===== src/rtl/clock_time_controller_pkg.sv =====
// Shared encodings, field widths and limits for the 24-hour clock controller.
package clock_time_controller_pkg;

  typedef enum logic [1:0] {
    MODE_RUN     = 2'b00,
    MODE_SET_HR  = 2'b01,
    MODE_SET_MIN = 2'b10
  } mode_e;

  localparam int SEC_W = 6;
  localparam int MIN_W = 6;
  localparam int HR_W  = 5;

  localparam logic [SEC_W-1:0] SEC_MAX = 6'd59;
  localparam logic [MIN_W-1:0] MIN_MAX = 6'd59;
  localparam logic [HR_W-1:0]  HR_MAX  = 5'd23;

endpackage


===== src/rtl/clock_time_controller_bin2bcd_2digit.sv =====
// Combinational 0..59 binary to two BCD digits using a compare/subtract chain.
module bin2bcd_2digit (
  input  logic [5:0] bin,
  output logic [3:0] tens,
  output logic [3:0] ones
);

  logic [5:0] rem;

  always_comb begin
    tens = 4'd0;
    rem  = bin;
    if (bin >= 6'd50) begin
      tens = 4'd5;
      rem  = bin - 6'd50;
    end else if (bin >= 6'd40) begin
      tens = 4'd4;
      rem  = bin - 6'd40;
    end else if (bin >= 6'd30) begin
      tens = 4'd3;
      rem  = bin - 6'd30;
    end else if (bin >= 6'd20) begin
      tens = 4'd2;
      rem  = bin - 6'd20;
    end else if (bin >= 6'd10) begin
      tens = 4'd1;
      rem  = bin - 6'd10;
    end
    ones = 4'(rem);
  end

endmodule


===== src/rtl/clock_time_controller.sv =====
// 24-hour HH:MM:SS timekeeper with 1 s prescaler, button-driven time set and
// BCD/blink outputs for a 4-digit multiplexed 7-segment display.
module clock_time_controller
  import clock_time_controller_pkg::*;
#(
  parameter int TICK_DIV = 100000000
) (
  input  logic             clk,
  input  logic             reset,
  input  logic             btn_mode,
  input  logic             btn_inc,
  output logic             tick_1s,
  output logic [SEC_W-1:0] seconds,
  output logic [MIN_W-1:0] minutes,
  output logic [HR_W-1:0]  hours,
  output logic [1:0]       mode,
  output logic [15:0]      bcd_data,
  output logic [3:0]       blank_mask
);

  localparam int HALF_DIV = TICK_DIV / 2;
  localparam int PW       = $clog2(TICK_DIV);
  localparam logic [PW-1:0] TICK_LAST = PW'(TICK_DIV - 1);
  localparam logic [PW-1:0] HALF_LAST = PW'(HALF_DIV - 1);

  mode_e         state;
  logic [PW-1:0] presc;
  logic          blink_phase;
  logic          set_exit;
  logic          sec_wrap, min_wrap, hr_wrap;
  logic [3:0]    hr_tens, hr_ones, min_tens, min_ones;
  logic [15:0]   bcd_p1;

  assign tick_1s  = (presc == TICK_LAST);
  assign set_exit = (state == MODE_SET_MIN) && btn_mode;
  assign sec_wrap = (seconds == SEC_MAX);
  assign min_wrap = (minutes == MIN_MAX);
  assign hr_wrap  = (hours == HR_MAX);
  assign mode     = state;

  // Prescaler restarts on leaving set mode so the first second is a full one.
  always_ff @(posedge clk or negedge reset) begin
    if (!reset) begin
      presc       <= '0;
      blink_phase <= 1'b0;
    end else begin
      if (set_exit || tick_1s) presc <= '0;
      else                     presc <= presc + PW'(1);
      if (presc == HALF_LAST || presc == TICK_LAST) blink_phase <= ~blink_phase;
    end
  end

  always_ff @(posedge clk or negedge reset) begin
    if (!reset) begin
      state   <= MODE_RUN;
      seconds <= '0;
      minutes <= '0;
      hours   <= '0;
    end else begin
      case (state)
        MODE_RUN: begin
          if (tick_1s) begin
            seconds <= sec_wrap ? '0 : seconds + SEC_W'(1);
            if (sec_wrap) minutes <= min_wrap ? '0 : minutes + MIN_W'(1);
            if (sec_wrap && min_wrap) hours <= hr_wrap ? '0 : hours + HR_W'(1);
          end
          if (btn_mode) state <= MODE_SET_HR;
        end
        MODE_SET_HR: begin
          if (btn_mode)     state <= MODE_SET_MIN;
          else if (btn_inc) hours <= hr_wrap ? '0 : hours + HR_W'(1);
        end
        MODE_SET_MIN: begin
          if (btn_mode) begin
            state   <= MODE_RUN;
            seconds <= '0;
          end else if (btn_inc) begin
            minutes <= min_wrap ? '0 : minutes + MIN_W'(1);
          end
        end
        default: state <= MODE_RUN;
      endcase
    end
  end

  bin2bcd_2digit u_hr_bcd (
    .bin  ({1'b0, hours}),
    .tens (hr_tens),
    .ones (hr_ones)
  );

  bin2bcd_2digit u_min_bcd (
    .bin  (minutes),
    .tens (min_tens),
    .ones (min_ones)
  );

  // Display word stage: one cycle behind the time counters.
  always_ff @(posedge clk or negedge reset) begin
    if (!reset) bcd_p1 <= '0;
    else        bcd_p1 <= {hr_tens, hr_ones, min_tens, min_ones};
  end

  assign bcd_data = bcd_p1;

  always_comb begin
    blank_mask = 4'b0000;
    case (state)
      MODE_SET_HR:  blank_mask = {blink_phase, blink_phase, 2'b00};
      MODE_SET_MIN: blank_mask = {2'b00, blink_phase, blink_phase};
      default:      blank_mask = 4'b0000;
    endcase
  end

endmodule


===== config.mk =====
export PLATFORM = sky130hd
export DESIGN_NAME = clock_time_controller
export DESIGN_NICKNAME = d
export VERILOG_FILES = /design/src/rtl/clock_time_controller_pkg.sv /design/src/rtl/clock_time_controller_bin2bcd_2digit.sv /design/src/rtl/clock_time_controller.sv
export SDC_FILE = /design/constraint.sdc
export NUM_CORES = 1
export LEC_CHECK = 0
export CAP_MARGIN = 20
export CORE_MARGIN = 2
export CORE_UTILIZATION = 51
export CTS_CLUSTER_SIZE = 20
export DETAILED_ROUTE_END_ITERATION = 6
export GPL_TIMING_DRIVEN = 0
export PLACE_DENSITY_LB_ADDON = 0.2
export SYNTH_ARGS = -nofsm -noshare
export SYNTH_HDL_FRONTEND = slang
export SYNTH_HIERARCHICAL = 1
export SYNTH_SLANG_ARGS = --single-unit

===== constraint.sdc =====
create_clock -name clk -period 2.14 [get_ports clk]
set_input_delay 0.428 -clock clk [delete_from_list [all_inputs] [get_ports clk]]
set_output_delay 0.428 -clock clk [all_outputs]
set_load 0.03 [all_outputs]

==> impl_metrics.env <==
export IMPL_finClkSkew_ns=0.007340
export IMPL_finalSetupViolCount=5
export IMPL_cts_sinks=63
export IMPL_synth_most_common_cell="dfrtp_1"
export IMPL_grt_usage_pct=21.51
export IMPL_status="complete, but fails checks"
export IMPL_design_portCount=44
export IMPL_synth_top_cells_by_count="dfrtp_1, nor2_1, ha_1, nand2_1"
export IMPL_dp_slack_ns=-0.6858
export IMPL_ys_flop_type="dfrtp_1"
export IMPL_grtUsageMet1_pct=29.85
export IMPL_grt_busiest_layer="met2"
export IMPL_antenna_cells=0
export IMPL_synth_mux_area_fraction_pct=3.378
export IMPL_clk_latency_ns=0.34
export IMPL_place_hpwl_um=5707
export IMPL_ys_ff_latch=63
export IMPL_ys_warn_count=6
export IMPL_synth_compound_gate_area_share_pct=13.61
export IMPL_total_power_w=0.006350
export IMPL_drv_slew=0
export IMPL_yosys_area_top_type="dfrtp_1"
export IMPL_synth_area_um2=3926
export IMPL_crit_family="simple AND/OR/NAND/NOR gates"
export IMPL_worst_pin_slew_ns=0.7990
export IMPL_crit_path_start_kind="flop"
export IMPL_grt_pass1_vias=3066
export IMPL_grt_pass1_wl_um=14730
export IMPL_peakVddDrop_mv=0.5709
export IMPL_start_util_pct=53.28
export IMPL_finalWeightedCongestion=0.8698
export IMPL_io_buffers=43
export IMPL_reg2regPathDepth=8
export IMPL_drc_errors=0
export IMPL_yosysSeqAreaShare_pct=40.15
export IMPL_worstSetupPathType="flop to primary output"
export IMPL_synth_area_leaders="dfrtp_1, ha_1, nor2_1"
export IMPL_grt_ovfl_total=0
export IMPL_yosysUniqueCellTypes=62
export IMPL_min_period_ns=2.259
export IMPL_synth_edf_count=0
export IMPL_fin_nets=511
export IMPL_syn_inst=402
export IMPL_cpMaxStageDelayCell="dfrtp_1"
export IMPL_cts_buffers=9
export IMPL_slowest_delay_ns=0.39
export IMPL_grt_setup_unrepaired="true"
export IMPL_cts_max_path_buffers=2
export IMPL_layout_setup_ws_ns=-0.1194
export IMPL_period_share_pct=105.6
export IMPL_rrSetupSlack_ns=-0.10
export IMPL_dp_cells=545
export IMPL_met3_usage_pct=3.205
export IMPL_wl_per_cell_um=15.43
export IMPL_postLayoutCoreUtil_pct=68.62
export IMPL_fp_dieW_um=91.74
export IMPL_worstPathArrival_ns=1.83
export IMPL_max_freq_mhz=442.6
export IMPL_worstPathRequired_ns=1.71
export IMPL_hold_viol_final=0
export IMPL_die_area_um2=8416
export IMPL_htree_levels=3
export IMPL_vias=3361
export IMPL_viasPerCell=5.755
export IMPL_coreArea_um2=7370
export IMPL_syn2layout_area_growth_pct=28.81
export IMPL_worstPathCellList="ha_4 > nand4_4 > or3_4 > or2_4 > inv_4 > buf_6"
export IMPL_max_slew_margin_pct=46.73
export IMPL_clkTransAtPathRegs_ns=0.06
export IMPL_firstDrtPassIters=5
export IMPL_powerDensity_nw_per_um2=1256
export IMPL_synth_top_family_by_area="simple AND/OR/NAND/NOR gates"
export IMPL_worst_path_max_fanout=2
export IMPL_path_buf_inv=2
export IMPL_synth_simple_area_share_pct=23.93
export IMPL_synth_xor_area_share_pct=6.692
export IMPL_rows=31
export IMPL_synthArstFlopShare_pct=100.0
export IMPL_min_path_type="primary input to async pin"
export IMPL_drive_gt1_share_pct=23.92
export IMPL_crit_path_end_kind="primary output"
export IMPL_grt_max_degree=64
export IMPL_violations="setup timing"
export IMPL_cts_tree="built"
export IMPL_r2r_end="minutes[2]"
export IMPL_ant_nets=0
export IMPL_synth_top_area_share_pct=40.15
export IMPL_total_leakage_power_nw=2.199
export IMPL_antenna_found_initial=0
export IMPL_regToRegStartpoint="presc[0]"
export IMPL_cap_viol_max_count=0
export IMPL_die_h_um=91.74
export IMPL_stdcell_count=584
export IMPL_use_met2_pct=33.95
export IMPL_syn_avg_cell_area_um2=9.767
export IMPL_ctsRootBufferMaster="clkbuf_8"
export IMPL_drt_initial_drc_count=166
export IMPL_wl_um=9009
export IMPL_synth_adder_area_share_pct=7.967
state kept, by name (all words and copies together) (netlist names):
signal	flops
mode	2
blink_phase	1
seconds	6
minutes	6
hours	5
bcd_data	16
presc	27
layer usage:
| layer | vias up | wire length (um) |
|---|---|---|
| li1 | 1603 | - |
| met1 | 1636 | 4057 |
| met2 | 107 | 4403 |
| met3 | 15 | 385 |
| met4 | 0 | 162 |
| met5 | - | 0 |
cell type report:
class                           count  area (um^2)
Inverter                           16        62.56
Buffer                             16        113.9
Fill cell                         558         2312
Multi-Input combinational cell    307         2362
Timing Repair Buffer               69        619.3
Sequential cell                    63         1593
Tap cell                           99        123.9
Clock buffer                       14        182.7
where the power goes:
group / internal, W / total [W] / switching [W]
Clock: 0.000535 / 0.000959 / 0.000424
Sequential: 0.00151 / 0.00184 / 0.000325
Combinational: 0.00160 / 0.00355 / 0.00195
what timing repair did:
action,in CTS,in global routing
setup buffers,13,13
resized for setup,43,34
setup endpoints to repair,43,51
gates cloned,0,0
pin swaps,6,7
hold buffers,0,0
cells in the final DEF (no fill, tap or decap), types with 6 or more instances in the layout:
cell type and instances:
clkbuf_8 14, o21ai_0 8, dfrtp_2 13, nand3_1 16
mux2_2 6, nor2_1 42, nor3_1 10, and3_1 12
nand2_1 21, clkdlybuf4s50_1 37, or3_1 7, a21oi_1 12
nand3b_1 7, buf_2 6, inv_1 13, ha_1 22
nand4_1 8, xnor2_1 13, dfrtp_1 50, buf_4 35
xor2_1 17
worst max path at each step:
stage,cells after the start,end,from
floorplan,6,minutes[1],presc[0]
global placement,1,seconds[1],reset
detailed placement,7,tick_1s,presc[0]
CTS,6,tick_1s,presc[1]
global route,6,tick_1s,presc[1]
finish,6,tick_1s,presc[0]
logic make-up (layout without fill, tap and decap cells):
logic type / count (synthesis) / count (layout)
and+or+nand+nor: 167 / 167
other: 3 / 4
muxes: 12 / 12
DFF: 63 / 63
AOI/OAI and AO/OA: 69 / 69
adders and majority gates: 25 / 25
xor gates and xnor gates: 30 / 30
buffers and inverters: 33 / 115
worst reg2reg max path, stage by stage (launching register included):
cell	delay [ns]
dfrtp_1	0.39
ha_4	0.16
nand4_4	0.11
or3_4	0.39
buf_4	0.15
o31a_1	0.33
buf_6	0.14
or3_1	0.37
o21ai_1	0.12
per-stage QoR:
step	setup TNS, ns	cell area (um^2)	hold WS, ns
global placement	-97.91	4496	0.4744
global route	-1.027	5057	0.2462
finish	-0.4169	5057	0.1673
floorplan	0	3941	0.1324
CTS	-0.2050	4840	0.2090
detailed placement	-6.879	4493	0.4900
(Power assumes the default switching activity.)
